==> src/rtl/riscv_core_mdu_pkg.sv <==
// Shared types and helpers for the multiply/divide control block.
package riscv_core_mdu_pkg;

  typedef enum logic [2:0] {
    OP_MUL    = 3'b000,
    OP_MULH   = 3'b001,
    OP_MULHSU = 3'b010,
    OP_MULHU  = 3'b011,
    OP_DIV    = 3'b100,
    OP_DIVU   = 3'b101,
    OP_REM    = 3'b110,
    OP_REMU   = 3'b111
  } mdu_op_e;

  typedef enum logic [2:0] {
    ST_IDLE = 3'd0,
    ST_FAST = 3'd1,
    ST_MUL  = 3'd2,
    ST_DIV  = 3'd3,
    ST_RESP = 3'd4
  } mdu_state_e;

  // Most-negative 32-bit value, used for word-op overflow detection.
  localparam logic [31:0] MOST_NEG_W = 32'h8000_0000;

  // Most-negative value for a given datapath width (truncate to XLEN at use).
  function automatic logic [63:0] mdu_most_neg(input int xlen);
    return (xlen == 32) ? 64'h0000_0000_8000_0000 : 64'h8000_0000_0000_0000;
  endfunction

  function automatic logic op_is_mul(input mdu_op_e op);
    return op inside {OP_MUL, OP_MULH, OP_MULHSU, OP_MULHU};
  endfunction

  function automatic logic op_is_rem(input mdu_op_e op);
    return op inside {OP_REM, OP_REMU};
  endfunction

  function automatic logic op_is_signed_div(input mdu_op_e op);
    return op inside {OP_DIV, OP_REM};
  endfunction

endpackage

==> src/rtl/riscv_core_mdu_fast_detect.sv <==
// Combinational detection of operations resolvable without the iterative units:
// divide by zero, signed overflow, and multiplication by zero.
module riscv_core_mdu_fast_detect
  import riscv_core_mdu_pkg::*;
#(
  parameter int XLEN = 64
) (
  input  mdu_op_e          op,
  input  logic [XLEN-1:0]  src_a,
  input  logic [XLEN-1:0]  src_b,
  input  logic             isword,
  output logic             is_fast,
  output logic [XLEN-1:0]  fast_data,
  output logic             div_by_zero,
  output logic             overflow
);

  localparam logic [XLEN-1:0] MOST_NEG = XLEN'(mdu_most_neg(XLEN));

  logic              word;
  logic              a_zero;
  logic              b_zero;
  logic              ovf_case;
  logic signed [31:0] a_lo;
  logic [XLEN-1:0]   dividend;

  assign word = (XLEN == 64) && isword;
  assign a_lo = src_a[31:0];

  // Classify the operation and build the shortcut result.
  always_comb begin
    a_zero      = word ? (src_a[31:0] == 32'd0) : (src_a == '0);
    b_zero      = word ? (src_b[31:0] == 32'd0) : (src_b == '0);
    ovf_case    = op_is_signed_div(op) &&
                  (word ? ((src_a[31:0] == MOST_NEG_W) && (src_b[31:0] == 32'hFFFF_FFFF))
                        : ((src_a == MOST_NEG) && (src_b == {XLEN{1'b1}})));
    // Word results are always sign-extended from bit 31, even for unsigned ops.
    dividend    = word ? XLEN'(a_lo) : src_a;
    is_fast     = 1'b0;
    fast_data   = '0;
    div_by_zero = 1'b0;
    overflow    = 1'b0;
    if (op_is_mul(op)) begin
      is_fast = a_zero || b_zero;
    end else if (b_zero) begin
      is_fast     = 1'b1;
      div_by_zero = 1'b1;
      fast_data   = op_is_rem(op) ? dividend : {XLEN{1'b1}};
    end else if (ovf_case) begin
      is_fast   = 1'b1;
      overflow  = 1'b1;
      fast_data = op_is_rem(op) ? '0 : dividend;
    end
  end

endmodule

==> src/rtl/riscv_core_mdu_ctrl.sv <==
// Multiply/divide sequencing: accepts a request, resolves trivial cases or a
// cached DIV/REM counterpart directly, otherwise drives the iterative units.
module riscv_core_mdu_ctrl
  import riscv_core_mdu_pkg::*;
#(
  parameter int XLEN     = 64,
  parameter bit CACHE_EN = 1'b1
) (
  input  logic             i_mdu_ctrl_clk,
  input  logic             i_mdu_ctrl_rst,
  input  logic             i_mdu_ctrl_req_valid,
  output logic             o_mdu_ctrl_req_ready,
  input  logic [XLEN-1:0]  i_mdu_ctrl_srcA,
  input  logic [XLEN-1:0]  i_mdu_ctrl_srcB,
  input  logic [2:0]       i_mdu_ctrl_control,
  input  logic             i_mdu_ctrl_isword,
  input  logic             i_mdu_ctrl_flush,
  output logic             o_mdu_ctrl_mul_start,
  output logic             o_mdu_ctrl_div_start,
  input  logic             i_mdu_ctrl_mul_dn,
  input  logic             i_mdu_ctrl_div_dn,
  input  logic [XLEN-1:0]  i_mdu_ctrl_mul_res,
  input  logic [XLEN-1:0]  i_mdu_ctrl_div_quot,
  input  logic [XLEN-1:0]  i_mdu_ctrl_div_rem,
  output logic             o_mdu_ctrl_rsp_valid,
  input  logic             i_mdu_ctrl_rsp_ready,
  output logic [XLEN-1:0]  o_mdu_ctrl_rsp_data,
  output logic             o_mdu_ctrl_div_by_zero,
  output logic             o_mdu_ctrl_overflow,
  output logic             o_mdu_ctrl_busy
);

  mdu_state_e      state_reg, state_next;
  mdu_op_e         op_reg, req_op, det_op;
  logic [XLEN-1:0] a_reg, b_reg, det_a, det_b;
  logic            word_reg, req_word, det_word;
  logic            hit_reg, accept, cache_hit;
  logic            fast, fast_dbz, fast_ovf;
  logic [XLEN-1:0] fast_data;
  logic [XLEN-1:0] rsp_data_reg;
  logic            dbz_reg, ovf_reg;
  logic            cache_vld_reg, cache_word_reg, cache_signed_reg, cache_is_rem_reg;
  logic [XLEN-1:0] cache_a_reg, cache_b_reg, cache_quot_reg, cache_rem_reg;
  logic [XLEN-1:0] quot_fix, rem_fix;

  // Word-op results are sign-extended from bit 31.
  function automatic logic [XLEN-1:0] fix_word(input logic [XLEN-1:0] v, input logic w);
    logic signed [31:0] lo;
    lo = v[31:0];
    return w ? XLEN'(lo) : v;
  endfunction

  assign req_op   = mdu_op_e'(i_mdu_ctrl_control);
  assign req_word = (XLEN == 64) && i_mdu_ctrl_isword;

  // In IDLE the detector looks at the incoming request to pick the next state;
  // afterwards it sees the captured operands to build the FAST-state result.
  assign det_op   = (state_reg == ST_IDLE) ? req_op           : op_reg;
  assign det_a    = (state_reg == ST_IDLE) ? i_mdu_ctrl_srcA  : a_reg;
  assign det_b    = (state_reg == ST_IDLE) ? i_mdu_ctrl_srcB  : b_reg;
  assign det_word = (state_reg == ST_IDLE) ? req_word         : word_reg;

  riscv_core_mdu_fast_detect #(.XLEN(XLEN)) u_fast_detect (
    .op          (det_op),
    .src_a       (det_a),
    .src_b       (det_b),
    .isword      (det_word),
    .is_fast     (fast),
    .fast_data   (fast_data),
    .div_by_zero (fast_dbz),
    .overflow    (fast_ovf)
  );

  // A hit is the opposite half (DIV vs REM) of the division that filled the cache.
  assign cache_hit = CACHE_EN && cache_vld_reg && !op_is_mul(req_op) &&
                     (i_mdu_ctrl_srcA == cache_a_reg) && (i_mdu_ctrl_srcB == cache_b_reg) &&
                     (req_word == cache_word_reg) &&
                     (op_is_signed_div(req_op) == cache_signed_reg) &&
                     (op_is_rem(req_op) != cache_is_rem_reg);

  assign quot_fix = fix_word(i_mdu_ctrl_div_quot, word_reg);
  assign rem_fix  = fix_word(i_mdu_ctrl_div_rem, word_reg);

  // State register.
  always_ff @(posedge i_mdu_ctrl_clk) begin
    if (i_mdu_ctrl_rst) state_reg <= ST_IDLE;
    else                state_reg <= state_next;
  end

  // Next-state, acceptance and start pulses; flush overrides everything.
  always_comb begin
    state_next           = state_reg;
    accept               = 1'b0;
    o_mdu_ctrl_mul_start = 1'b0;
    o_mdu_ctrl_div_start = 1'b0;
    case (state_reg)
      ST_IDLE: begin
        if (i_mdu_ctrl_req_valid && !i_mdu_ctrl_flush && !i_mdu_ctrl_rst) begin
          accept = 1'b1;
          if (fast || cache_hit) begin
            state_next = ST_FAST;
          end else if (op_is_mul(req_op)) begin
            state_next           = ST_MUL;
            o_mdu_ctrl_mul_start = 1'b1;
          end else begin
            state_next           = ST_DIV;
            o_mdu_ctrl_div_start = 1'b1;
          end
        end
      end
      ST_FAST: state_next = ST_RESP;
      ST_MUL:  if (i_mdu_ctrl_mul_dn) state_next = ST_RESP;
      ST_DIV:  if (i_mdu_ctrl_div_dn) state_next = ST_RESP;
      ST_RESP: if (i_mdu_ctrl_rsp_ready) state_next = ST_IDLE;
      default: state_next = ST_IDLE;
    endcase
    if (i_mdu_ctrl_flush) state_next = ST_IDLE;
  end

  // Request capture, result capture and the quotient/remainder cache.
  always_ff @(posedge i_mdu_ctrl_clk) begin
    if (i_mdu_ctrl_rst) begin
      op_reg           <= OP_MUL;
      a_reg            <= '0;
      b_reg            <= '0;
      word_reg         <= 1'b0;
      hit_reg          <= 1'b0;
      rsp_data_reg     <= '0;
      dbz_reg          <= 1'b0;
      ovf_reg          <= 1'b0;
      cache_vld_reg    <= 1'b0;
      cache_word_reg   <= 1'b0;
      cache_signed_reg <= 1'b0;
      cache_is_rem_reg <= 1'b0;
      cache_a_reg      <= '0;
      cache_b_reg      <= '0;
      cache_quot_reg   <= '0;
      cache_rem_reg    <= '0;
    end else begin
      if (accept) begin
        op_reg   <= req_op;
        a_reg    <= i_mdu_ctrl_srcA;
        b_reg    <= i_mdu_ctrl_srcB;
        word_reg <= req_word;
        hit_reg  <= cache_hit && !fast;
      end
      if (i_mdu_ctrl_flush) begin
        cache_vld_reg <= 1'b0;
      end else begin
        case (state_reg)
          ST_FAST: begin
            rsp_data_reg <= hit_reg ? (op_is_rem(op_reg) ? cache_rem_reg : cache_quot_reg)
                                    : fast_data;
            dbz_reg      <= !hit_reg && fast_dbz;
            ovf_reg      <= !hit_reg && fast_ovf;
          end
          ST_MUL: if (i_mdu_ctrl_mul_dn) begin
            rsp_data_reg <= fix_word(i_mdu_ctrl_mul_res, word_reg);
            dbz_reg      <= 1'b0;
            ovf_reg      <= 1'b0;
          end
          ST_DIV: if (i_mdu_ctrl_div_dn) begin
            rsp_data_reg     <= op_is_rem(op_reg) ? rem_fix : quot_fix;
            dbz_reg          <= 1'b0;
            ovf_reg          <= 1'b0;
            cache_vld_reg    <= 1'b1;
            cache_a_reg      <= a_reg;
            cache_b_reg      <= b_reg;
            cache_word_reg   <= word_reg;
            cache_signed_reg <= op_is_signed_div(op_reg);
            cache_is_rem_reg <= op_is_rem(op_reg);
            cache_quot_reg   <= quot_fix;
            cache_rem_reg    <= rem_fix;
          end
          default: ;
        endcase
      end
    end
  end

  assign o_mdu_ctrl_req_ready   = (state_reg == ST_IDLE);
  assign o_mdu_ctrl_busy        = (state_reg != ST_IDLE);
  assign o_mdu_ctrl_rsp_valid   = (state_reg == ST_RESP);
  assign o_mdu_ctrl_rsp_data    = o_mdu_ctrl_rsp_valid ? rsp_data_reg : '0;
  assign o_mdu_ctrl_div_by_zero = o_mdu_ctrl_rsp_valid && dbz_reg;
  assign o_mdu_ctrl_overflow    = o_mdu_ctrl_rsp_valid && ovf_reg;

endmodule

==> config.mk <==
export PLATFORM = sky130hd
export DESIGN_NAME = riscv_core_mdu_ctrl
export DESIGN_NICKNAME = d
export VERILOG_FILES = /design/src/rtl/riscv_core_mdu_pkg.sv /design/src/rtl/riscv_core_mdu_fast_detect.sv /design/src/rtl/riscv_core_mdu_ctrl.sv
export SDC_FILE = /design/constraint.sdc
export NUM_CORES = 1
export LEC_CHECK = 0
export ABC_AREA = 1
export BUFFER_PORTS_ARGS = -buffer_cell sky130_fd_sc_hd__clkbuf_2
export CAP_MARGIN = 20
export CORE_MARGIN = 2
export CORE_UTILIZATION = 25
export CTS_CLUSTER_DIAMETER = 30
export DETAILED_ROUTE_END_ITERATION = 8
export PLACE_DENSITY = 0.5
export SLEW_MARGIN = 20
export SYNTH_ARGS = -nofsm -noshare
export SYNTH_HDL_FRONTEND = slang
export SYNTH_SLANG_ARGS = --single-unit
==> constraint.sdc <==
create_clock -name i_mdu_ctrl_clk -period 4.84 [get_ports i_mdu_ctrl_clk]
set_input_delay 0.484 -clock i_mdu_ctrl_clk [delete_from_list [all_inputs] [get_ports i_mdu_ctrl_clk]]
set_output_delay 0.484 -clock i_mdu_ctrl_clk [all_outputs]
set_load 0.005 [all_outputs]
==> impl_metrics.toml <==
[flow_run]
cap_violations = 0

[detailed_routing]
m1WireLength_um = 44600
drt-pass1-iter-count = 7
wl_met2_um = 50000
drtAntennaViolNets = 0
met3_length_um = 6560
drt-initial-drc-count = 1942
vias_per_cell = 4.84
num_vias = 26700
top_layer = "met5"
wl_per_cell_um = 18.9
wl_um = 105000
drc = 0

[setup_path]
r2r-end = "rsp_data_reg[13]"
start_kind = "flip-flop"
required_ps = 4360
max_stage_delay_ps = 530
crit_arrival_ps = 4010
slowest_stage = "nor2_4"
rr_worst_depth = 17
crit_type = "reg2out"
rrSetupSlack_ps = 1030
cp-end-kind = "output pin"
r2r_start = "state_reg[0]"
worst-path-max-fanout = 23
startpoint = "state_reg[0]"
worstPathCellList = "inv_1 -> nand2_1 -> nor2_4 -> buf_4 -> nand2_1 -> o21ai_0 -> nor2_1 -> nand3_1 -> nor2_1 -> nand2_1 -> nor2_1 -> nand2_1 -> nand2_1 -> nor2_1 -> nand3_1 -> nor2_1 -> clkbuf_2"

[logic_synthesis]
synth.most_common_cell = "nand2_1"
synth_cells = 3811
synth_area_leader_cell = "dfxtp_1"
synth_commonest_cells = "nand2_1 (797), o21ai_0 (556), a21oi_1 (517)"
syn_area_um2 = 24500
synth.top_cell.area_share = 0.378
synth_edf_count = 0
async_flop_share = 0
yosysSeqAreaShare = 0.378
synth_seq_cells = 462
synth.avg_cell_area_um2 = 6.42
yosysUniqueCellTypes = 37
ys.flop_type = "dfxtp_1"
synth.area.top_cells = "dfxtp_1 (38%), nand2_1 (12%), o21ai_0 (11%)"
yosysWarnings = 0
syn_nets = 4142

[pwr]
finalPower_mw = 14.3
vdd_drop_max_mv = 0.238
p_per_area_nw_per_um2 = 439
p_leak_nw = 14.2

[worst_hold_path]
worstHoldStart = "i_mdu_ctrl_div_quot[20]"
whs_path_depth = 3
hold_class = "in2reg"
whs_endpoint = "cache_quot_reg[20]"

[place]
gp_congestion = 0.836
hpwl_um = 71600
io_buffer_count = 401
dpl_worst_slack_ps = 1020
placedInstanceArea_um2 = 27400

[global_routing]
grt_max_degree = 248
grt_pass1_wl_um = 156000
grt_usage = 0.203
grt_pass1_vias = 25600
overflow = 0
grt_antenna_before_repair = 23

[floorplan]
ios = 402
die_area_um2 = 100000
core-area_um2 = 96900
die_x_um = 317
initial_utilization = 0.252
num_rows = 114
die_h_um = 317

[layout]
finalInstanceArea_um2 = 32600
finalNetCount = 4462
area_growth_pct = 33.1
nFillCells = 10600
layout-drive-gt1-share = 0.168

[cts]
clk_root_buffer_cell = "clkbuf_16"
clock-sinks = 462
tritoncts = "done"
path_clk_slew_ps = 40
post_cts_buffers = 0
clk_latency_ps = 730
hold_buffers = 20
cts_buffers = 141
cts_resized = 0
htreeDepth = 4
clockBufferDepth = 3

[timing]
hold_slack_ps = 34.2
setup_tns_ps = 0
rsz0062_at_grt = "false"
finalClockSkew_ps = 28.8
setup_viol = 0
maxSlewHeadroom = 0.285
setup_ws_ps = 344
tightestPinTransition_ps = 1070
period_minus_slack_ps = 4500
slew_violations = 0
hold_viol = 0
fmax_ghz = 0.222
min_period_over_period = 0.929

[run_status]
status = "complete, no violations"
worst max-delay path: cells and delay by family, from the launching register on:
kind            cells  cell delay [ps]
flops               1              340
simple gates       13             2130
buf+inv             3              630
compound gates      1              170
worst max-delay path by stage:
| stage | to | slack (ps) | depth (start not counted) |
|---|---|---|---|
| 6_report | o_mdu_ctrl_mul_start | 340 | 17 |
| 5_1_grt | o_mdu_ctrl_mul_start | 90 | 18 |
| 4_1_cts | o_mdu_ctrl_mul_start | 340 | 17 |
| 3_5_place_dp | rsp_data_reg[2] | 1020 | 18 |
| 3_3_place_gp | rsp_data_reg[16] | 1090 | 18 |
| 2_1_floorplan | o_mdu_ctrl_mul_start | 2460 | 16 |
metal layers:
layer	GRT usage	vias up
li1	-	13300
met1	0.252	12400
met2	0.336	802
met3	0.0472	191
met4	0.0861	26
met5	0	-
layout by cell type, fill, tap and decap left out, drive strengths merged:
| master | synthesis | final |
|---|---|---|
| o21ai | 618 | 618 |
| a211oi | 39 | 39 |
| nand3 | 118 | 118 |
| nand4 | 20 | 20 |
| nor3 | 9 | 9 |
| nor2 | 472 | 472 |
| xor2 | 33 | 33 |
| diode | 0 | 7 |
| o2111ai | 7 | 7 |
| nand2 | 799 | 799 |
| xnor2 | 29 | 29 |
| a21oi | 517 | 517 |
| dlygate4sd3 | 0 | 20 |
| buf | 60 | 42 |
| nor3b | 2 | 2 |
| a311oi | 32 | 32 |
| dfxtp | 462 | 462 |
| clkinv | 2 | 38 |
| inv | 299 | 301 |
| a221oi | 1 | 1 |
| and3 | 1 | 1 |
| o211ai | 10 | 10 |
| a22o | 4 | 4 |
| clkbuf | 226 | 604 |
| bufinv | 0 | 12 |
| or2 | 10 | 10 |
| nand3b | 14 | 14 |
| nor4 | 14 | 14 |
| o22ai | 13 | 13 |
logic make-up (layout without fill, tap and decap cells):
logic type                count (synthesis)  in the layout  share of synthesized area
DFF                                     462            462                      0.378
buffers and inverters                   587           1017                     0.0939
xor gates and xnor gates                 62             62                     0.0222
and+or+nand+nor                        1459           1459                      0.238
other                                     0              7                          0
AOI/OAI and AO/OA                      1241           1241                      0.267
stage by stage:
step,utilization,instances
final,0.336,5524
after global routing,0.336,5521
after CTS,0.336,5517
after detailed placement,0.283,5244
after global placement,0.283,5244
after floorplan,-,3811
power breakdown:
part | total, mW | internal [mW] | switching [mW]
sequential | 3.93 | 3.90 | 0.0298
clock | 9.36 | 6.57 | 2.79
combinational | 1.01 | 0.330 | 0.681
area by class of cell:
type	count	area, um2	share of cell area
Inverter	301	1140	0.0351
Clock buffer	203	4160	0.128
Multi-Input combinational cell	2762	13000	0.399
Antenna cell	7	17.5	0.000538
Tap cell	1276	1600	0.0490
Clock inverter	50	766	0.0235
Timing Repair Buffer	463	2640	0.0810
Sequential cell	462	9250	0.284
(Power assumes the default switching activity.)
